File: src/rtl/mem_port_arbiter.sv
// mem_port_arbiter
//   Shares one single-port, zero-delay data RAM between instruction fetch and
//   the load/store unit. Word-aligns every RAM address, extracts and extends
//   byte/half loads, and turns sub-word stores into a two-cycle
//   read-modify-write because the RAM only writes whole words.
//
// Ports
//   clock, reset           : clock, asynchronous active-low reset
//   iReq/iAddr             : fetch request, byte address (low 2 bits ignored)
//   iGnt                   : fetch granted this cycle (combinational)
//   iRValid/iRData         : fetched word, one cycle after grant
//   dReq/dWe/dSize/        : data request: store flag, size (00 b, 01 h,
//   dUnsigned/dAddr/dWData :   10 w, 11 illegal), zero-extend, addr, wdata
//   dGnt                   : data granted this cycle (combinational)
//   dRValid/dRData/dErr    : load data or store ack; dErr flags misaligned or
//                            illegal access
//   RAMAddr/RAMDataOut/    : RAM address (word aligned), write data and
//   RAMWriteControl        :   write enable
//   RAMOut                 : RAM combinational read data
module mem_port_arbiter #(
  parameter int dataW       = 32,
  parameter int RAMAddrSize = 32
) (
  input  logic                   clock,
  input  logic                   reset,
  input  logic                   iReq,
  input  logic [RAMAddrSize-1:0] iAddr,
  output logic                   iGnt,
  output logic                   iRValid,
  output logic [dataW-1:0]       iRData,
  input  logic                   dReq,
  input  logic                   dWe,
  input  logic [1:0]             dSize,
  input  logic                   dUnsigned,
  input  logic [RAMAddrSize-1:0] dAddr,
  input  logic [dataW-1:0]       dWData,
  output logic                   dGnt,
  output logic                   dRValid,
  output logic [dataW-1:0]       dRData,
  output logic                   dErr,
  output logic [RAMAddrSize-1:0] RAMAddr,
  output logic [dataW-1:0]       RAMDataOut,
  output logic                   RAMWriteControl,
  input  logic [dataW-1:0]       RAMOut
);

  localparam logic [RAMAddrSize-1:0] ALIGN_MASK = {{(RAMAddrSize-2){1'b1}}, 2'b00};

  typedef enum logic {IDLE, RMW_WR} state_t;

  // Everything the write half of a sub-word store needs, captured at grant.
  typedef struct packed {
    logic [RAMAddrSize-1:0] addr;
    logic [dataW-1:0]       word;
    logic [1:0]             lane;
    logic                   half;
    logic [15:0]            wdata;
  } rmw_t;

  state_t state, state_nxt;
  logic   lastWin, lastWin_nxt;   // 0 = fetch, 1 = data won last contest
  rmw_t   rmw;

  logic             d_err;
  logic             d_word;
  logic [7:0]       ld_byte;
  logic [15:0]      ld_half;
  logic [dataW-1:0] ld_data;
  logic [dataW-1:0] merged;

  assign d_word = (dSize == 2'b10);
  assign d_err  = (dSize == 2'b11) ||
                  (dSize == 2'b01 && dAddr[0]) ||
                  (dSize == 2'b10 && dAddr[1:0] != 2'b00);

  // Little-endian lane extraction and sign/zero extension for loads.
  always_comb begin
    ld_byte = RAMOut[7:0];
    case (dAddr[1:0])
      2'd0: ld_byte = RAMOut[7:0];
      2'd1: ld_byte = RAMOut[15:8];
      2'd2: ld_byte = RAMOut[23:16];
      2'd3: ld_byte = RAMOut[31:24];
      default: ld_byte = RAMOut[7:0];
    endcase
    ld_half = dAddr[1] ? RAMOut[31:16] : RAMOut[15:0];
    case (dSize)
      2'b00:   ld_data = {{(dataW-8){ld_byte[7] & ~dUnsigned}}, ld_byte};
      2'b01:   ld_data = {{(dataW-16){ld_half[15] & ~dUnsigned}}, ld_half};
      default: ld_data = RAMOut;
    endcase
  end

  // Old word with the target lane replaced by the store data.
  always_comb begin
    merged = rmw.word;
    if (rmw.half) begin
      if (rmw.lane[1]) merged[31:16] = rmw.wdata;
      else             merged[15:0]  = rmw.wdata;
    end else begin
      case (rmw.lane)
        2'd0: merged[7:0]   = rmw.wdata[7:0];
        2'd1: merged[15:8]  = rmw.wdata[7:0];
        2'd2: merged[23:16] = rmw.wdata[7:0];
        2'd3: merged[31:24] = rmw.wdata[7:0];
        default: merged = rmw.word;
      endcase
    end
  end

  // Arbitration and RAM drive. Reset gates everything so a reset asserted
  // during RMW_WR drops the write enable in that same cycle.
  always_comb begin
    iGnt            = 1'b0;
    dGnt            = 1'b0;
    RAMAddr         = '0;
    RAMDataOut      = '0;
    RAMWriteControl = 1'b0;
    state_nxt       = state;
    lastWin_nxt     = lastWin;
    if (reset) begin
      case (state)
        IDLE: begin
          if (iReq && dReq) begin
            dGnt        = ~lastWin;
            iGnt        = lastWin;
            lastWin_nxt = ~lastWin;
          end else begin
            iGnt = iReq;
            dGnt = dReq;
          end
          if (iGnt) begin
            RAMAddr = iAddr & ALIGN_MASK;
          end else if (dGnt) begin
            RAMAddr = dAddr & ALIGN_MASK;
            if (!d_err && dWe) begin
              if (d_word) begin
                RAMWriteControl = 1'b1;
                RAMDataOut      = dWData;
              end else begin
                state_nxt = RMW_WR;
              end
            end
          end
        end
        RMW_WR: begin
          RAMAddr         = rmw.addr;
          RAMDataOut      = merged;
          RAMWriteControl = 1'b1;
          state_nxt       = IDLE;
        end
        default: state_nxt = IDLE;
      endcase
    end
  end

  always_ff @(posedge clock or negedge reset) begin
    if (!reset) begin
      state   <= IDLE;
      lastWin <= 1'b0;
      iRValid <= 1'b0;
      iRData  <= '0;
      dRValid <= 1'b0;
      dRData  <= '0;
      dErr    <= 1'b0;
      rmw     <= '0;
    end else begin
      state   <= state_nxt;
      lastWin <= lastWin_nxt;
      iRValid <= iGnt;
      if (iGnt) iRData <= RAMOut;
      dRValid <= 1'b0;
      dErr    <= 1'b0;
      if (state == RMW_WR) begin
        dRValid <= 1'b1;
        dRData  <= '0;
      end else if (dGnt) begin
        if (d_err) begin
          dRValid <= 1'b1;
          dErr    <= 1'b1;
          dRData  <= '0;
        end else if (!dWe) begin
          dRValid <= 1'b1;
          dRData  <= ld_data;
        end else if (d_word) begin
          dRValid <= 1'b1;
          dRData  <= '0;
        end else begin
          // Sub-word store: read half done now, ack comes after RMW_WR.
          rmw.addr  <= dAddr & ALIGN_MASK;
          rmw.word  <= RAMOut;
          rmw.lane  <= dAddr[1:0];
          rmw.half  <= dSize[0];
          rmw.wdata <= dWData[15:0];
        end
      end
    end
  end

endmodule

File: config.mk
export PLATFORM = sky130hd
export DESIGN_NAME = mem_port_arbiter
export DESIGN_NICKNAME = d
export VERILOG_FILES = /design/src/rtl/mem_port_arbiter.sv
export SDC_FILE = /design/constraint.sdc
export NUM_CORES = 1
export LEC_CHECK = 0
export ABC_AREA = 1
export BUFFER_PORTS_ARGS = -buffer_cell sky130_fd_sc_hd__buf_4
export CAP_MARGIN = 5
export CORE_MARGIN = 2
export CORE_UTILIZATION = 28
export DETAILED_ROUTE_END_ITERATION = 10
export HOLD_SLACK_MARGIN = 0.05
export PLACE_DENSITY = 0.59
export SLEW_MARGIN = 15
export SYNTH_ARGS = -nofsm -noshare
export SYNTH_HDL_FRONTEND = slang
export SYNTH_SLANG_ARGS = --single-unit
File: constraint.sdc
create_clock -name clock -period 2 [get_ports clock]
set_input_delay 0 -clock clock [delete_from_list [all_inputs] [get_ports clock]]
set_output_delay 0 -clock clock [all_outputs]
set_load 0.02 [all_outputs]
After elaboration in Yosys (flattened, before gate mapping)
Index checks and enable logic that the tools add are counted.
- reductions and logical operators: 15
- shift operators: 0
- equal/unequal tests: 10
- multiply operators: 0
- $add $sub $neg: 0
- bitwise operators: 7
- multiplexer cells: 53
- order comparisons: 0
- divide/modulo/power cells: 0
- operators by type and width (operator ; count):
    32-bit two-way mux ; 14
    32-bit case mux with 2 select lines ; 3
    16-bit two-way mux ; 3
    8-bit two-way mux ; 4
    8-bit case mux with 4 select lines ; 1
    1-bit two-way mux ; 26
    2-bit == test (second input constant) ; 6
    2-bit by 1-bit == test with 1-bit output (second input constant) ; 3
    2-bit zero test ; 3
    1-bit inverter ; 5
    5-bit AND reduction ; 1
    1-bit logical AND ; 4
    4-bit by 1-bit != test with 1-bit output (second input constant) ; 1
    1-bit case mux with 2 select lines ; 2
    2-bit nonzero test ; 2
    3-bit AND reduction ; 1
    1-bit bitwise AND ; 2
    1-bit logical OR ; 2
    2-bit AND reduction ; 1
    1-bit zero test ; 1
- input bits: 136
- memories kept: 0
- bits in latches: 0
- bits in registers: 150
- ROM bits: 0
- memory bits (writable): 0
- logic and storage cells: 97
- output and inout bits: 134

Longest topological paths before layout
- depth in word-level cells: 11
- mapped depth: 10
- gate-level depth less buffers: 8

Worst setup path after synthesis
No wires, ideal clock.
- path kind: reg2out
- start: register rmw[18] in the netlist's numbering
- end: output port RAMDataOut[2]
- data arrival time: 1539 ps
- slack: 461 ps
- cell stages (with the launch flop): 8
- data required time: 2000 ps
- path buffers: 2
- path through: dfrtp_1 > buf_4 > nor2_1 > buf_2 > a21oi_1 > o21ai_0 > nand2_1 > nor2_1
- longest elaborated chain between the ends: 5
- elaborated cells on any way between the ends: 6
- those cells by class: 5 x mux; 1 x reduce/logical
- RTL lines (element ; line ; RTL):
    start, declared ; 62 ; rmw_t rmw;
    2-bit zero test ; 101 ; case (rmw.lane)
    8-bit two-way mux ; 101 ;
    32-bit two-way mux * ; 97 ; if (rmw.half) begin
    32-bit case mux with 2 select lines * ; 122 ; case (state)
    32-bit two-way mux * ; 121 ; if (reset) begin
    end, declared ; 42 ; output logic [dataW-1:0] RAMDataOut,
Every way passes the cells marked *; elsewhere a longest branch is shown, timed or not.

Final worst setup path
- start: register rmw[18] in the netlist's numbering
- end: output port RAMDataOut[6]
Same word-level chain as after synthesis.

==> flow_metrics.py <==
metrics = {
    "outcome": {
        "outcome": "finished clean",
    },
    "floorplanning": {
        "start_util": 0.2861,
        "std_cell_rows": 63,
        "die_w_um": 178.7,
        "die_area_um2": 31940,
        "fp.dieH_um": 178.7,
        "core_area_um2": 29870,
        "io_pins": 270,
    },
    "timing": {
        "report.final.slew_viol_count": 0,
        "min_period_over_period": 0.9545,
        "final-setup-viol-count": 0,
        "finClkSkew_ps": 8.875,
        "fmax_ghz": 0.5238,
        "min_period_ps": 1909,
        "hold_viol_final": 0,
        "fin_hold_ws_ps": 67.88,
        "worst-slew-pin-transition_ps": 638.3,
        "worst_slew_margin_rel": 0.5731,
        "rsz0062_at_grt": "yes",
        "setup_tns_ps": 0,
    },
    "cells_and_area": {
        "num_antenna_cells": 0,
        "drive_above_1_share": 0.2676,
        "fill_cells": 3035,
        "area_delta_synth_final_pct": 48.07,
        "final_common_cell": "nand2_1",
        "nets": 1644,
        "mostFrequentLayoutCells": "328 x nand2_1, 285 x buf_4, 150 x o21ai_0",
    },
    "routing": {
        "route.vias.total": 9082,
        "ant_nets": 0,
        "drc": 0,
        "drt_iter0_drc": 657,
        "routedWlPerCell_um": 16.55,
        "viasPerCell": 4.752,
        "wirelength_mm": 31.62,
        "first_pass_iters": 5,
    },
    "power": {
        "combPwrFrac": 0.413,
        "switching_power_mw": 5.473,
        "seq_power_share": 0.346,
        "p_int_mw": 8.163,
        "ir_drop_uv": 701.6,
        "power.leakage_nw": 6.249,
        "power_density_nw_per_um2": 1077,
        "p_clk_frac": 0.240,
        "switching_share": 0.4014,
    },
    "global_routing": {
        "grt_pass1_vias": 8763,
        "overflow": 0,
        "grt_pass1_wl_mm": 48.62,
        "grt_start_max_net_pins": 108,
        "grt_usage": 0.1968,
        "antenna_found_initial": 0,
    },
    "worst_hold_path": {
        "min-delay-start": "dAddr[1]",
        "hold_class": "in -> reg",
    },
    "place": {
        "routabilityCongestion": 0.8895,
        "hpwl_mm": 22.57,
        "io_buffers": 265,
    },
    "cts": {
        "cts_made_buffers": 17,
        "cts_tree": "built",
        "clockBufferDepth": 2,
        "cts.sinks": 150,
        "clkSlewWorstSetupHoldPaths_ps": 60,
        "clk_root_buffer_cell": "clkbuf_16",
        "worstSkewPairLatency_ps": 430,
        "ctsHtreeMaxLevel": 4,
    },
    "synth": {
        "syn_avg_cell_area_um2": 7.263,
        "syn_inst": 1177,
        "netlist_area_um2": 8548,
        "yosysSeqAreaShare": 0.4391,
        "ys_warn_count": 0,
        "ys_seq_elements": 150,
        "yosys.cell_types.count": 32,
    },
    "worst_setup_path": {
        "worstSetupStartpoint": "rmw[18]",
        "worstPathArrival_ps": 1910,
        "r2r-start": "lastWin",
        "crit_path_end_kind": "output port",
        "critical_path_class": "reg -> out",
        "crit_fanout": 6,
        "worst_ep_required_time_ps": 2000,
        "r2r_slack_ps": 160,
        "cp-start-kind": "flip-flop",
    },
    "job": {
        "maxCapViolCount": 0,
    },
}
## power by group through the flow
stage,combinational [mW],clock [mW],sequential (mW)
6_report,5.64,3.27,4.72
5_1_grt,6.27,3.48,4.84
4_1_cts,5.42,3.35,4.68
3_5_place_dp,5.16,0,4.71
3_3_place_gp,5.09,0,4.70
2_1_floorplan,2.91,0,4.94
## flip-flops by register name (all words and copies together), names as in the netlist
signal	cells
dRData	32
iRValid	1
state	1
rmw	81
lastWin	1
dRValid	1
dErr	1
iRData	32
## cell families (layout without fill, tap and decap cells)
| family | Yosys count | after routing | share of synthesized area |
|---|---|---|---|
| XOR/XNOR | 1 | 1 | 0.001025 |
| flip-flops | 150 | 150 | 0.4391 |
| AO/OA/AOI/OAI | 339 | 339 | 0.2136 |
| AND/OR/NAND/NOR | 486 | 486 | 0.2422 |
| buffers and inverters | 200 | 543 | 0.1036 |
| other | 1 | 2 | 0.0004387 |
## final cells by class
| type | count | area, µm² | area share |
|---|---|---|---|
| clock buffers | 20 | 456.7 | 0.03608 |
| clock inverters | 12 | 133.9 | 0.01058 |
| inverters | 119 | 449.2 | 0.03549 |
| multi-input cells | 828 | 4028 | 0.3182 |
| flip-flops and latches | 150 | 3759 | 0.2970 |
| well taps | 390 | 488.0 | 0.03855 |
| repair buffers | 392 | 3343 | 0.2641 |
## synthesized netlist by cell type (all sizes together)
cell | instances | area share
a21boi | 28 | 0.025
a21oi | 73 | 0.044
a31oi | 3 | 0.0022
and3 | 2 | 0.0015
buf | 48 | 0.037
clkbuf | 33 | 0.015
conb | 1 | 0.00044
dfrtp | 150 | 0.44
inv | 119 | 0.052
nand2 | 334 | 0.15
nand3 | 74 | 0.046
nor2 | 45 | 0.025
o21ai | 204 | 0.12
o21bai | 1 | 0.00088
o22ai | 30 | 0.022
or2 | 31 | 0.023
xnor2 | 1 | 0.0010
## routing by layer
layer	routed length [µm]	GRT usage	up-vias
li1	-	-	4483
met1	13470	0.2534	4262
met2	15660	0.3351	307
met3	1959	0.04198	30
met4	535	0.05081	0
met5	0	0	-
## final timing paths
check	to	cells after the start
max in group asynchronous	rmw[17]	4
worst min-delay path	rmw[18]	4
worst max-delay path	RAMDataOut[6]	8
worst max register to register	rmw[45]	8
worst min register to register	rmw[81]	2
min in group asynchronous	dRData[10]	3
## per-stage QoR
stage,util,worst slack (ps),instance area (µm²),std cells,total power [mW]
3_3_place_gp,0.3643,116.6,10880,1779,9.784
3_5_place_dp,0.3643,53.09,10880,1779,9.876
2_1_floorplan,-,461.0,8552,1178,7.846
5_1_grt,0.4237,-51.32,12660,1911,14.60
6_report,0.4237,90.94,12660,1911,13.64
4_1_cts,0.4181,14.77,12490,1907,13.45
## worst max-delay path, cell delays in order, from the launching register on
cell and delay (ps):
dfrtp_2 470, buf_4 190, buf_4 140, o21ai_1 130
nand2_1 80, o21ai_2 170, nand2_1 70, nor2_1 90
buf_4 140
## repair_timing
action / in CTS / in global routing
hold buffers: 92 / 0
setup buffers: 4 / 3
setup endpoints to repair: 62 / 103
gates cloned: 0 / 1
pin swaps: 1 / 4
gates resized for setup: 16 / 33
endpoints found under the hold margin: 293 / 0
Power figures use the tool's default switching activity.
